`src/rtl/rvc_asap_imem_loader.sv`:
```
// Streams a program into rvc_asap instruction memory, then holds the core in reset
// for RST_HOLD cycles before releasing it.
module rvc_asap_imem_loader #(
  parameter int unsigned I_MEM_MSB = 16383,
  parameter int unsigned RST_HOLD  = 4
) (
  input  logic                             Clock,
  input  logic                             Rst,
  input  logic                             LoadStart,
  input  logic [15:0]                      LoadLen,
  input  logic                             InValid,
  input  logic [31:0]                      InData,
  output logic                             InReady,
  output logic                             MemWrEn,
  output logic [$clog2(I_MEM_MSB+1)-1:0]   MemWrAddr,
  output logic [31:0]                      MemWrData,
  output logic                             CoreRst,
  output logic                             Done,
  output logic                             Error,
  output logic [31:0]                      Checksum
);

  localparam int unsigned AW        = $clog2(I_MEM_MSB + 1);
  localparam int unsigned MEM_BYTES = I_MEM_MSB + 1;
  localparam logic [7:0]  HOLD_LAST = 8'(RST_HOLD - 1);

  typedef enum logic [1:0] {IDLE, LOAD, HOLD, RUN} state_t;

  state_t      state;
  logic [15:0] wcnt;
  logic [15:0] len;
  logic [7:0]  hcnt;
  logic        too_long;

  assign too_long = 32'({LoadLen, 2'b00}) > MEM_BYTES;

  // Memory write port is driven straight from the accepted input word; reset blocks it.
  assign MemWrEn   = InReady && InValid && !Rst;
  assign MemWrAddr = {wcnt[AW-3:0], 2'b00};
  assign MemWrData = InData;

  always_ff @(posedge Clock) begin
    if (Rst) begin
      state    <= IDLE;
      InReady  <= 1'b0;
      CoreRst  <= 1'b1;
      Done     <= 1'b0;
      Error    <= 1'b0;
      Checksum <= '0;
      wcnt     <= '0;
      len      <= '0;
      hcnt     <= '0;
    end else begin
      case (state)
        IDLE, RUN: begin
          if (LoadStart) begin
            if (too_long) begin
              Error <= 1'b1;
            end else begin
              Error    <= 1'b0;
              Checksum <= '0;
              wcnt     <= '0;
              hcnt     <= '0;
              len      <= LoadLen;
              CoreRst  <= 1'b1;
              Done     <= 1'b0;
              if (LoadLen != 16'd0) begin
                state   <= LOAD;
                InReady <= 1'b1;
              end else begin
                state <= HOLD;
              end
            end
          end
        end
        LOAD: begin
          if (InValid) begin
            wcnt     <= wcnt + 16'd1;
            Checksum <= Checksum + InData;
            if (wcnt == len - 16'd1) begin
              state   <= HOLD;
              InReady <= 1'b0;
            end
          end
        end
        HOLD: begin
          // hcnt runs 0..RST_HOLD-1, one HOLD cycle per value.
          if (hcnt == HOLD_LAST) begin
            state   <= RUN;
            CoreRst <= 1'b0;
            Done    <= 1'b1;
          end else begin
            hcnt <= hcnt + 8'd1;
          end
        end
        default: state <= IDLE;
      endcase
    end
  end

endmodule

```
`config.mk`:
```
export PLATFORM = sky130hd
export DESIGN_NAME = rvc_asap_imem_loader
export DESIGN_NICKNAME = d
export VERILOG_FILES = /design/src/rtl/rvc_asap_imem_loader.sv
export SDC_FILE = /design/constraint.sdc
export NUM_CORES = 1
export LEC_CHECK = 0
export ABC_AREA = 1
export CORE_MARGIN = 5
export CORE_UTILIZATION = 53
export CTS_CLUSTER_SIZE = 14
export DETAILED_ROUTE_END_ITERATION = 10
export GPL_ROUTABILITY_DRIVEN = 0
export HOLD_SLACK_MARGIN = 0.1
export PLACE_DENSITY_LB_ADDON = 0.25
export REMOVE_ABC_BUFFERS = 1
export SYNTH_ARGS = -nofsm -noshare
export SYNTH_HDL_FRONTEND = slang
export SYNTH_SLANG_ARGS = --single-unit
```
`constraint.sdc`:
```
create_clock -name Clock -period 2.3 [get_ports Clock]
set_input_delay 0.345 -clock Clock [delete_from_list [all_inputs] [get_ports Clock]]
set_output_delay 0.345 -clock Clock [all_outputs]
set_load 0.02 [all_outputs]
```
# [Word level (Yosys, flattened, before mapping)]
# Index checks and enable logic that the tools add are counted.
[totals] output_inout_bits=83 register_bits=78 inputBits=52
[classes] n_mux=34 n_bitwise=1 reduce_logical=15 magnitude_cmp=1 eq_ne=12 add_sub_neg=4
[ops] cell="32-bit 2-to-1 mux" count=3
[ops] cell="32-bit one-hot mux with 2 select lines" count=1
[ops] cell="16-bit 2-to-1 mux" count=3
[ops] cell="32-bit adder" count=1
[ops] cell="16-bit one-hot mux with 2 select lines" count=1
[ops] cell="8-bit 2-to-1 mux" count=3
[ops] cell="18-bit by 15-bit greater-than comparator with 1-bit output, second input constant" count=1
[ops] cell="16-bit by 1-bit adder with 16-bit output, second input constant" count=1
[ops] cell="16-bit == test" count=1
[ops] cell="8-bit one-hot mux with 2 select lines" count=1
[ops] cell="16-bit nonzero test" count=1
[ops] cell="16-bit by 1-bit subtractor with 16-bit output, second input constant" count=1
[ops] cell="2-bit != test, second input constant" count=7
[ops] cell="1-bit 2-to-1 mux" count=12
[ops] cell="2-bit 2-to-1 mux" count=6
[ops] cell="4-bit AND reduction" count=3
[ops] cell="8-bit by 1-bit adder with 8-bit output, second input constant" count=1
[ops] cell="8-bit by 2-bit == test with 1-bit output, second input constant" count=1
[ops] cell="1-bit one-hot mux with 2 select lines" count=3
[ops] cell="2-bit one-hot mux with 3 select lines" count=1
[ops] cell="6-bit AND reduction" count=1
[ops] cell="5-bit AND reduction" count=1
[ops] cell="2-bit == test, second input constant" count=2
[ops] cell="2-bit nonzero test" count=2
[ops] cell="other kinds (8)" count=9

# [Depth between registers and ports, before layout]
[logic_depth] depth_word=5 ltp_mapped=14 mapped_depth_nobuf=14

# [Worst setup path before layout]
# No wires, ideal clock.
[synth_path] kind="register to register" startpoint="register Checksum[0]" endpoint="register Checksum[22]" path_slack_ns=0.376 arrival_ns=1.792 t_required_ns=2.168 path_stages_with_launch=14 n_path_buf=0 path_cell_list="dfxtp_1 > ha_1 > fa_1 > nand2_1 > a21oi_2 > inv_1 > o21bai_2 > nand3_1 > nand2_1 > nand3_1 > nand2_1 > nand2_1 > nand3_1 > a21oi_1"
[synth_via] elab_chain_cells=3
[synth_lines] item="start: declaration" line_no="20" source="output logic [31:0] Checksum"
[synth_lines] item="start signal: assignment" line_no="79" source="Checksum <= Checksum + InData;"
[synth_lines] item="32-bit adder" line_no="79"
[synth_lines] item="32-bit 2-to-1 mux" line_no="77" source="if (InValid) begin"
[synth_lines] item="32-bit one-hot mux with 2 select lines" line_no="54" source="case (state)"
# No other way between the ends. The select of a mux whose other input is x is not followed.
# A chain may end at the register's enable or synchronous reset.

# [Worst setup path in the final report]
[layout_path] startpoint="input InData[0]" endpoint="register Checksum[30]"
[layout_via] elab_chain_cells=3
[layout_lines] item="start: declaration" line_no="12" source="input logic [31:0] InData,"
[layout_lines] item="32-bit adder" line_no="79"
[layout_lines] item="32-bit 2-to-1 mux" line_no="77"
[layout_lines] item="32-bit one-hot mux with 2 select lines" line_no="54"
# No other way between the ends. The select of a mux whose other input is x is not followed.

==> reports/results.ini <==
[setup_path]
critPathBufInv=2
critPathMaxStageDelay_ns=0.48
worstRegToRegCells=13
start_kind=primary input
end_kind=flip-flop
worstReg2RegEnd=state[1]
worstSetupPathType=in2reg
path_cells=clkdlybuf4s50_1 > ha_2 > fa_1 > nand2_1 > a21oi_2 > inv_1 > o21bai_2 > nand3_2 > nand2_4 > nand2_1 > nand2_1 > nand2_1 > nand3_1 > a21oi_1
critical-path-top-delay-family=simple AND/OR/NAND/NOR gates
crit_cells=14
rrSetupSlack_ns=0.19
slowest_stage=clkdlybuf4s50_1
cp.arrival_ns=2.34
required_ns=2.51
r2r_start=len[0]
cp-startpoint=InData[0]
crit_path_end=Checksum[30]
path_max_fanout=5
crit_top_cell=nand2_1

[floorplan]
die_area_sq_um=14490
fp.dieW_um=120.4
die_h_um=120.4
rows=40
core_area_sq_um=11960
ios=135
initial_utilization=0.5399

[sta]
rsz0062_at_grt=true
report.final.hold_viol_count=0
slew_headroom=0.6383
setup_violations=0
drv_slew=0
hold_ws_ns=0.3553
finalClockSkew_ns=0.006801
period_share=0.9237
fin_crit_ns=2.125
max_freq_mhz=470.7
tightest_slew_ns=0.5405
layout_setup_ws_ns=0.1754

[clock_network]
cts_num_sinks=78
postCtsSetupBuffers=0
postCtsHoldBufs=0
cts_root_buf=clkbuf_16
cts_buffers=9
clock_latency_ns=0.35
path_clk_slew_ns=0.06
cts_tree=done
clock_path_buffers=2
htree_levels=3

[logic_synthesis]
ys_ff_latch=78
synthTopCellsByArea=dfxtp_1 (24%), nand2_1 (15%), a21oi_1 (8.3%), nor2_1 (7.6%), ha_1 (7.0%)
yosys_warnings=0
synth_top_area_share=0.2418
synthesis.area_sq_um=6457
synth_top_cell_by_area=dfxtp_1
synth.yosys.seq_area_share=0.2418
async_flop_share=0
synth_cells=1034
synth_edf_count=0
synth.distinct_cells=48
syn_area_per_cell_sq_um=6.245
synthFlopType=dfxtp_1

[pwr]
p_seq_frac=0.316
p_comb_frac=0.343
p_sw_mw=1.582
switching_share=0.3375
internal_power_mw=3.106
p_leak_nw=3.638
ir_drop_mv=0.4141
power.density_nw_per_um2=557.9
clockPowerShare=0.340

[cells_and_area]
diodes=0
synthToLayoutAreaGrowth_pct=30.15
nets=1266
fin_cells=1328
drive_gt1_frac=0.1084

[global_route]
grt-ovfl-total=0
grt_usage=0.2601
grt_pass1_wl_um=31110
grt_pass1_vias=6563
grt_max_degree=45
grt_antenna_before_repair=0

[place]
port_buffers=132
dpl.cell_count=1313
pre_cts_slack_ns=-0.2225
hpwlAfterDp_um=14880

[route]
via_count=7128
wl_per_cell_um=14.32
antenna_left=0
drt_wl_total_um=19010
drc_errors=0
drtPass1Iterations=6
drtIter0Drc=604
vias_per_cell=5.367

[job]
maxCapViolCount=0

[status]
status=completed

[hold_path]
holdCritPathClass=in2reg

-- sequential cells by signal, indices dropped and copies added (netlist names) --
| register | flops |
|---|---|
| wcnt | 16 |
| CoreRst | 1 |
| state | 2 |
| len | 16 |
| hcnt | 8 |
| Checksum | 32 |
| Done | 1 |
| Error | 1 |
| InReady | 1 |
-- kinds of logic after synthesis --
family	Yosys count	synth area share
compound gates	185	0.1560
xor+xnor	31	0.04205
fa+ha+maj	37	0.07285
buf+inv	164	0.1267
flops	78	0.2418
other cells	1	0.0005807
simple gates	538	0.3600
-- worst min-delay path by stage --
stage,startpoint,to,cells after the start
finish,Rst,len[14],2
global placement,len[15],len[15],2
CTS,Rst,len[14],2
detailed placement,len[15],len[15],2
global route,Rst,InReady,2
floorplan,Rst,wcnt[8],1
-- cells in the mapped netlist, drive strengths merged, types with 6 or more instances --
cell type and n:
a21oi 110, clkbuf 12, nand3 75, dfxtp 78
nand2 271, ha 36, inv 91, xnor2 12
or2 6, o21ai 55, nor3 20, nand4 13
buf 61, xor2 19, nor2 141
-- cell usage in the layout, fill, tap and decap left out, types with 3 or more instances in the layout --
master	instances
nand2_1	264
clkdlybuf4s50_1	131
nor2_1	128
a21oi_1	107
inv_1	87
dfxtp_1	78
nand3_1	72
buf_4	70
o21ai_0	49
ha_1	35
xor2_1	19
nor3_1	18
nand4_1	12
xnor2_1	12
clkbuf_16	9
nor2_2	7
nor2_4	6
nand2_2	5
nor4_1	5
a21o_1	5
nand3b_1	5
o21ai_1	5
inv_2	4
nand3_2	3
or2_2	3
a22oi_1	3
-- power by group through the flow --
stage | Combinational, mW | Clock, mW | Sequential (mW)
finish | 1.61 | 1.60 | 1.48
global route | 1.77 | 1.65 | 1.49
CTS | 1.60 | 1.60 | 1.48
detailed placement | 1.58 | 0 | 1.51
global placement | 1.56 | 0 | 1.51
floorplan | 0.810 | 0 | 1.55
-- through the flow --
| stage | area, sq um | TNS (ns) | power [mW] | utilization |
|---|---|---|---|---|
| after global routing | 8404 | -0.02756 | 4.913 | 0.7026 |
| final | 8404 | 0 | 4.689 | 0.7026 |
| after detailed placement | 8058 | -3.296 | 3.091 | 0.6736 |
| after CTS | 8382 | 0 | 4.677 | 0.7007 |
| after global placement | 8058 | -2.198 | 3.069 | 0.6736 |
| after floorplan | 5984 | 0 | 2.362 | - |
-- metal layers --
layer	global-route usage	share of wire	vias up
met3	0.04397	0.069	44
met1	0.3475	0.45	3182
met4	0.1027	0.028	0
met5	0	0	-
li1	-	-	3620
met2	0.4188	0.45	282
-- repair_timing --
item / in CTS / in global routing
endpoints found under the hold margin: 0 / 0
endpoints found under the setup margin: 0 / 10
gates resized for setup: 0 / 8
-- cell type report --
class,instances,area (sq um)
timing repair buffer,204,1882
sequential,78,1562
fill,1011,3557
clock buffer,12,256.5
multi-input combinational,793,4111
inverter,91,341.6
clock inverter,3,67.56
tap,147,183.9
No activity file was read; power rests on OpenSTA's default activity.
